**src/rtl/joystick_dir.sv**
```systemverilog
// Five-way direction switch reader: synchronise, debounce, press pulses and snake heading.
// Heading changes are committed on the game-step strobe; reversals onto the body are dropped.
module joystick_dir #(
  parameter int unsigned DEBOUNCE_CYCLES = 250000,
  parameter int unsigned CNT_W           = 18
) (
  input  logic       clk,
  input  logic       rst_n,
  input  logic       BTN_N,
  input  logic       BTN_E,
  input  logic       BTN_S,
  input  logic       BTN_W,
  input  logic       BTN_CENTRE,
  input  logic       tick,
  output logic [4:0] pressed,
  output logic [4:0] press_pulse,
  output logic [1:0] dir,
  output logic       dir_changed,
  output logic       pause_toggle
);

  localparam logic [CNT_W-1:0] CntMax = CNT_W'(DEBOUNCE_CYCLES - 1);

  logic [4:0]       w_raw;
  logic [4:0]       w_s;
  logic [4:0]       r_sync1;
  logic [4:0]       r_sync2;
  logic [4:0]       r_stable;
  logic [4:0]       w_stable_d;
  logic [CNT_W-1:0] r_cnt   [5];
  logic [CNT_W-1:0] w_cnt_d [5];
  logic [4:0]       r_pulse;
  logic [1:0]       r_dir;
  logic [1:0]       r_pending;
  logic             r_changed;
  logic [1:0]       w_cand;
  logic             w_cand_vld;
  logic             w_accept;

  assign w_raw = {BTN_CENTRE, BTN_W, BTN_S, BTN_E, BTN_N};
  assign w_s   = ~r_sync2;

  // Sync flops reset to the released (high) pad level so reset release never looks like a press.
  always_ff @(posedge clk or negedge rst_n) begin
    if (!rst_n) begin
      r_sync1 <= '1;
      r_sync2 <= '1;
    end else begin
      r_sync1 <= w_raw;
      r_sync2 <= r_sync1;
    end
  end

  always_comb begin
    w_stable_d = r_stable;
    for (int i = 0; i < 5; i++) begin
      w_cnt_d[i] = '0;
      if (w_s[i] != r_stable[i]) begin
        if (r_cnt[i] == CntMax) begin
          w_stable_d[i] = w_s[i];
        end else begin
          w_cnt_d[i] = r_cnt[i] + 1'b1;
        end
      end
    end
  end

  always_ff @(posedge clk or negedge rst_n) begin
    if (!rst_n) begin
      r_stable <= '0;
      r_pulse  <= '0;
      for (int i = 0; i < 5; i++) begin
        r_cnt[i] <= '0;
      end
    end else begin
      r_stable <= w_stable_d;
      r_pulse  <= w_stable_d & ~r_stable;
      for (int i = 0; i < 5; i++) begin
        r_cnt[i] <= w_cnt_d[i];
      end
    end
  end

  // Lowest index wins on simultaneous presses (N > E > S > W).
  always_comb begin
    w_cand     = 2'd0;
    w_cand_vld = 1'b0;
    for (int i = 3; i >= 0; i--) begin
      if (r_pulse[i]) begin
        w_cand     = 2'(i);
        w_cand_vld = 1'b1;
      end
    end
  end

  assign w_accept = w_cand_vld && (w_cand != (r_dir ^ 2'b10));

  always_ff @(posedge clk or negedge rst_n) begin
    if (!rst_n) begin
      r_dir     <= 2'd0;
      r_pending <= 2'd0;
      r_changed <= 1'b0;
    end else begin
      r_changed <= tick && (r_pending != r_dir);
      if (tick) begin
        r_dir <= r_pending;
      end
      if (w_accept) begin
        r_pending <= w_cand;
      end
    end
  end

  assign pressed      = r_stable;
  assign press_pulse  = r_pulse;
  assign dir          = r_dir;
  assign dir_changed  = r_changed;
  assign pause_toggle = r_pulse[4];

endmodule

```
**config.mk**
```make
export PLATFORM = sky130hd
export DESIGN_NAME = joystick_dir
export DESIGN_NICKNAME = d
export VERILOG_FILES = /design/src/rtl/joystick_dir.sv
export SDC_FILE = /design/constraint.sdc
export NUM_CORES = 1
export LEC_CHECK = 0
export CAP_MARGIN = 10
export CORE_MARGIN = 2
export CORE_UTILIZATION = 55
export CTS_CLUSTER_DIAMETER = 40
export DETAILED_ROUTE_END_ITERATION = 7
export PLACE_DENSITY = 0.72
export SETUP_SLACK_MARGIN = 0.4
export SYNTH_ARGS = -nofsm -noshare
export SYNTH_HDL_FRONTEND = slang
export SYNTH_SLANG_ARGS = --single-unit
```
**constraint.sdc**
```tcl
create_clock -name clk -period 5.41 [get_ports clk]
set_input_delay 1.623 -clock clk [delete_from_list [all_inputs] [get_ports clk]]
set_output_delay 1.623 -clock clk [all_outputs]
set_load 0.05 [all_outputs]
```
* After elaboration in Yosys (flattened, before gate mapping) *
Cells that the tools add are included.
W data, S select, Z words.

storage, ports and cells
  register bits after elaboration = 115
  logic and storage cells = 63
  output and inout port bits = 14
  input bits = 8

operators by class
  muxes and demuxes = 28
  add/subtract/negate cells = 5
  equal/unequal tests = 12
  bitwise logic cells = 4
  reduce and logical (&&, ||, !) cells = 2

operators with widths
  operator                 number
  $mux W18                 10
  $add A18 B1 Y18 const B  5
  $eq A18 B18 Y1 const B   5
  $mux W1                  14
  $not A5 Y5               2
  $mux W2                  4
  $and A5 B5 Y5            1
  $ne A1 B1 Y1             5
  $ne A2 B2 Y1             2
  $logic_and A1 B1 Y1      2
  $not A1 Y1               1

* Longest topological paths before layout *
  word-level depth = 6
  mapped depth = 6
  gate-level depth less buffers = 5

* Least setup slack after synthesis *
No wires, ideal clock.

  kind = reg2out
  start = reg r_pulse[4] (netlist: press_pulse[4])
  end = out press_pulse[4]
  setup slack = 2.901 ns
  data arrival time = 0.886 ns
  required time = 3.787 ns
  cell stages (with the launch flop) = 2
  buffers on the path = 1
  cell sequence = dfrtp_1 -> buf_4

RTL lines
  what                      line  source
  start: declaration        32    logic [4:0] r_pulse;
  start signal: assignment  77    r_pulse <= w_stable_d & ~r_stable;
  end: declaration          16    output logic [4:0] press_pulse,

No word-level cell between the ends.

* Worst setup path in the final report *
  start = reg r_dir[1] (netlist: dir[1])
  end = out dir[1]

RTL lines
  what                      line  source
  start: declaration        33    logic [1:0] r_dir;
  start signal: assignment  106   r_dir <= r_pending;
  end: declaration          17    output logic [1:0] dir,

No word-level cell between the ends.

==> flow_summary.toml <==
[floorplanning]
io_pins = 22
coreArea_sq_um = 9680
die_h_um = 104
die_area_sq_um = 10700
rows = 36
initial_core_util = 0.563
die_width_um = 104

[synth]
synth_xor_area_frac = 0.124
synth_top_family_by_area = "simple AND/OR/NAND/NOR gates"
synth_edf_count = 0
synth_top_flop_cell = "dfrtp_1"
synth_area_sq_um = 5450
synth_seq_cells = 115
synth.area.mux_share = 0.00574
yosys_warnings = 0
synth_compound_area_frac = 0.0546
synth_top_area_cell = "dfrtp_1"
synth_async_sr_flop_share = 1.00
synthCells = 536
yosys.area_share.adder = 0.0115
synth_simple_gate_area_frac = 0.247
yosys.cell_types.count = 47
synth_top_area_frac = 0.482
synth_seq_area_share = 0.530
synthTopCellsByArea = "dfrtp_1 (48%), xnor2_1 (11%), nor2_1 (6.7%), dfstp_2 (4.8%), nor4_1 (4.0%)"
avgSynthCellArea_sq_um = 10.2
syn_nets = 549

[routing]
wl_met2_mm = 4.92
vias_per_cell = 5.64
via_count = 4034
wire_per_inst_um = 14.7
top_layer_used = "met4"
routed_wl_mm = 10.5
ant_nets = 0
wl_met3_um = 394
first_iter_violations = 249
met1_length_mm = 5.04
first_pass_iters = 4
route.detailed.drc = 0

[global_routing]
grt_max_degree = 65
grt-ovfl-total = 0
grt_pass1_wl_mm = 18.7
grt_pass1_vias = 3941
antenna_found_initial = 0
grt_usage = 0.217

[clock_tree]
cts_resized = 0
cts_buffer_depth = 2
clk_latency_ps = 520
root_buffer = "clkbuf_8"
clkSinkCount = 115
post-cts-setup-buffers = 0
cts_hold_buf = 0
cts_made_buffers = 17
htree_levels = 4
clk_pin_slew_ps = 60
cts_tree = "built"

[worst_setup_path]
timing.rr.start = "r_cnt[36]"
max_stage_delay_ps = 870
cp_top_family = "buffers and inverters"
worstPathRequired_ps = 3790
start_kind = "flip-flop"
path_class = "reg -> out"
cp-startpoint = "dir[1]"
path_buf_inv = 1
cp-end-kind = "output pin"
path_max_fanout = 11
arrival_ps = 1900
worstPathCellList = "clkdlybuf4s50_1"
cp_slowest_cell = "clkdlybuf4s50_1"

[sta]
fin_crit_ps = 3520
tns_ps = 0
finalSetupViolations = 0
slew_viol_final = 0
fin_crit_sh = 0.651
worstMarginPinSlew_ps = 1190
maxSlewHeadroom = 0.203
max_freq_mhz = 284
hold_violations = 0
clock_skew_ps = 7.78
grt_setup_unrepaired = "false"

[pwr]
p_seq_frac = 0.420
power_mw = 2.12
p_leak_nw = 2.48
p_int_mw = 1.70
power_frac_comb = 0.025
swShare = 0.199
clkPwrFrac = 0.555
netSwitchingPower_mw = 0.421
peakVddDrop_mv = 0.279
power_density_nw_per_um2 = 330

[place]
gp_congestion = 0.830
hpwlAfterDp_mm = 6.86
dpl_cell_area_sq_um = 5790
port_buffers = 21

[cells_and_area]
diodes = 0
area_delta_synth_final_pct = 17.5
drive_gt1_frac = 0.0997
stdcell_area_sq_um = 6410
final_nets = 582

[worst_hold_path]
hold_class = "reg -> reg"
min-delay-start = "r_sync1[1]"

[job]
cap_viol_max_count = 0

[outcome]
status = "finished, final reports clean"
-- worst paths after layout --
check	end	depth (start not counted)	slack, ps
max	dir[1]	1	1890
min	r_sync2[1]	0	350
max reg2reg	r_cnt[43]	5	3030
min reg2reg	r_sync2[1]	0	350
max in group asynchronous	r_sync2[0]	2	3250
min in group asynchronous	r_cnt[17]	1	1200
-- power groups by stage --
stage / Combinational [mW] / Clock (mW) / Sequential, mW
6_report: 0.0526 / 1.17 / 0.890
5_1_grt: 0.0613 / 1.24 / 0.891
4_1_cts: 0.0547 / 1.20 / 0.889
3_5_place_dp: 0.0542 / 0 / 0.904
3_3_place_gp: 0.0524 / 0 / 0.903
2_1_floorplan: 0.0269 / 0 / 0.901
-- routing by layer --
metal | up-vias | GRT usage
li1 | 1957 | -
met1 | 1960 | 0.294
met2 | 91 | 0.331
met3 | 26 | 0.0686
met4 | 0 | 0.0811
met5 | - | 0
-- area by class of cell --
type                    instances  area [sq um]
clock buffers                  21           439
clock inverters                11           183
fillers                       761          3280
inverters                      25          93.8
multi-input cells             387          2410
flip-flops and latches        115          2890
well taps                     133           166
repair buffers                 23           223
-- flip-flops by register name, summed over array words and instances, names as in the netlist --
register and flops:
pressed 5, r_pending 2, r_sync2 5, dir_changed 1, r_sync1 5, dir 2, r_cnt 90, press_pulse 5
-- synth_stat cells (2+ instances only) --
| master | n |
|---|---|
| a21oi_1 | 12 |
| a31o_2 | 4 |
| and3_1 | 7 |
| buf_2 | 3 |
| buf_4 | 3 |
| clkbuf_1 | 2 |
| dfrtp_1 | 105 |
| dfstp_2 | 10 |
| ha_1 | 5 |
| inv_1 | 25 |
| mux2i_1 | 2 |
| nand2_1 | 16 |
| nand2b_1 | 2 |
| nand3_1 | 31 |
| nand3_2 | 5 |
| nand3b_1 | 2 |
| nand4_1 | 26 |
| nand4b_1 | 2 |
| nor2_1 | 97 |
| nor3_1 | 16 |
| nor3b_1 | 2 |
| nor4_1 | 35 |
| nor4b_1 | 4 |
| nor4bb_1 | 2 |
| o21ai_0 | 9 |
| o21ai_1 | 2 |
| o31ai_1 | 4 |
| o41ai_4 | 2 |
| or3_1 | 7 |
| or4_1 | 2 |
| xnor2_1 | 67 |
| xor2_1 | 10 |
-- layout by cell type, fill, tap and decap left out, drive strengths merged, types with 7 or more instances in the layout --
master,instances
nor2,97
inv,25
clkbuf,21
or3,7
nor3,16
o21ai,12
nand4,26
xor2,10
dfrtp,105
dfstp,10
nand3,36
nor4,35
a21oi,12
and3,8
nand2,16
xnor2,67
clkdlybuf4s50,20
-- per-stage QoR --
stage                     std cells  setup slack [ps]  hold WS [ps]  utilization
after floorplan                 536              2900           345            -
after global placement          683              2450           346        0.598
after detailed placement        683              2420           347        0.598
after CTS                       715              1860           351        0.662
after global routing            715              1800           355        0.662
final                           715              1890           351        0.662
-- cell families (layout without fill, tap and decap cells) --
kind of cell,Yosys count,count (layout)
AOI/OAI and AO/OA,41,41
xor gates and xnor gates,77,77
adders and majority gates,5,5
buffers and inverters,34,80
DFF,115,115
muxes,3,3
and+or+nand+nor,261,261
Power figures use the tool's default switching activity.
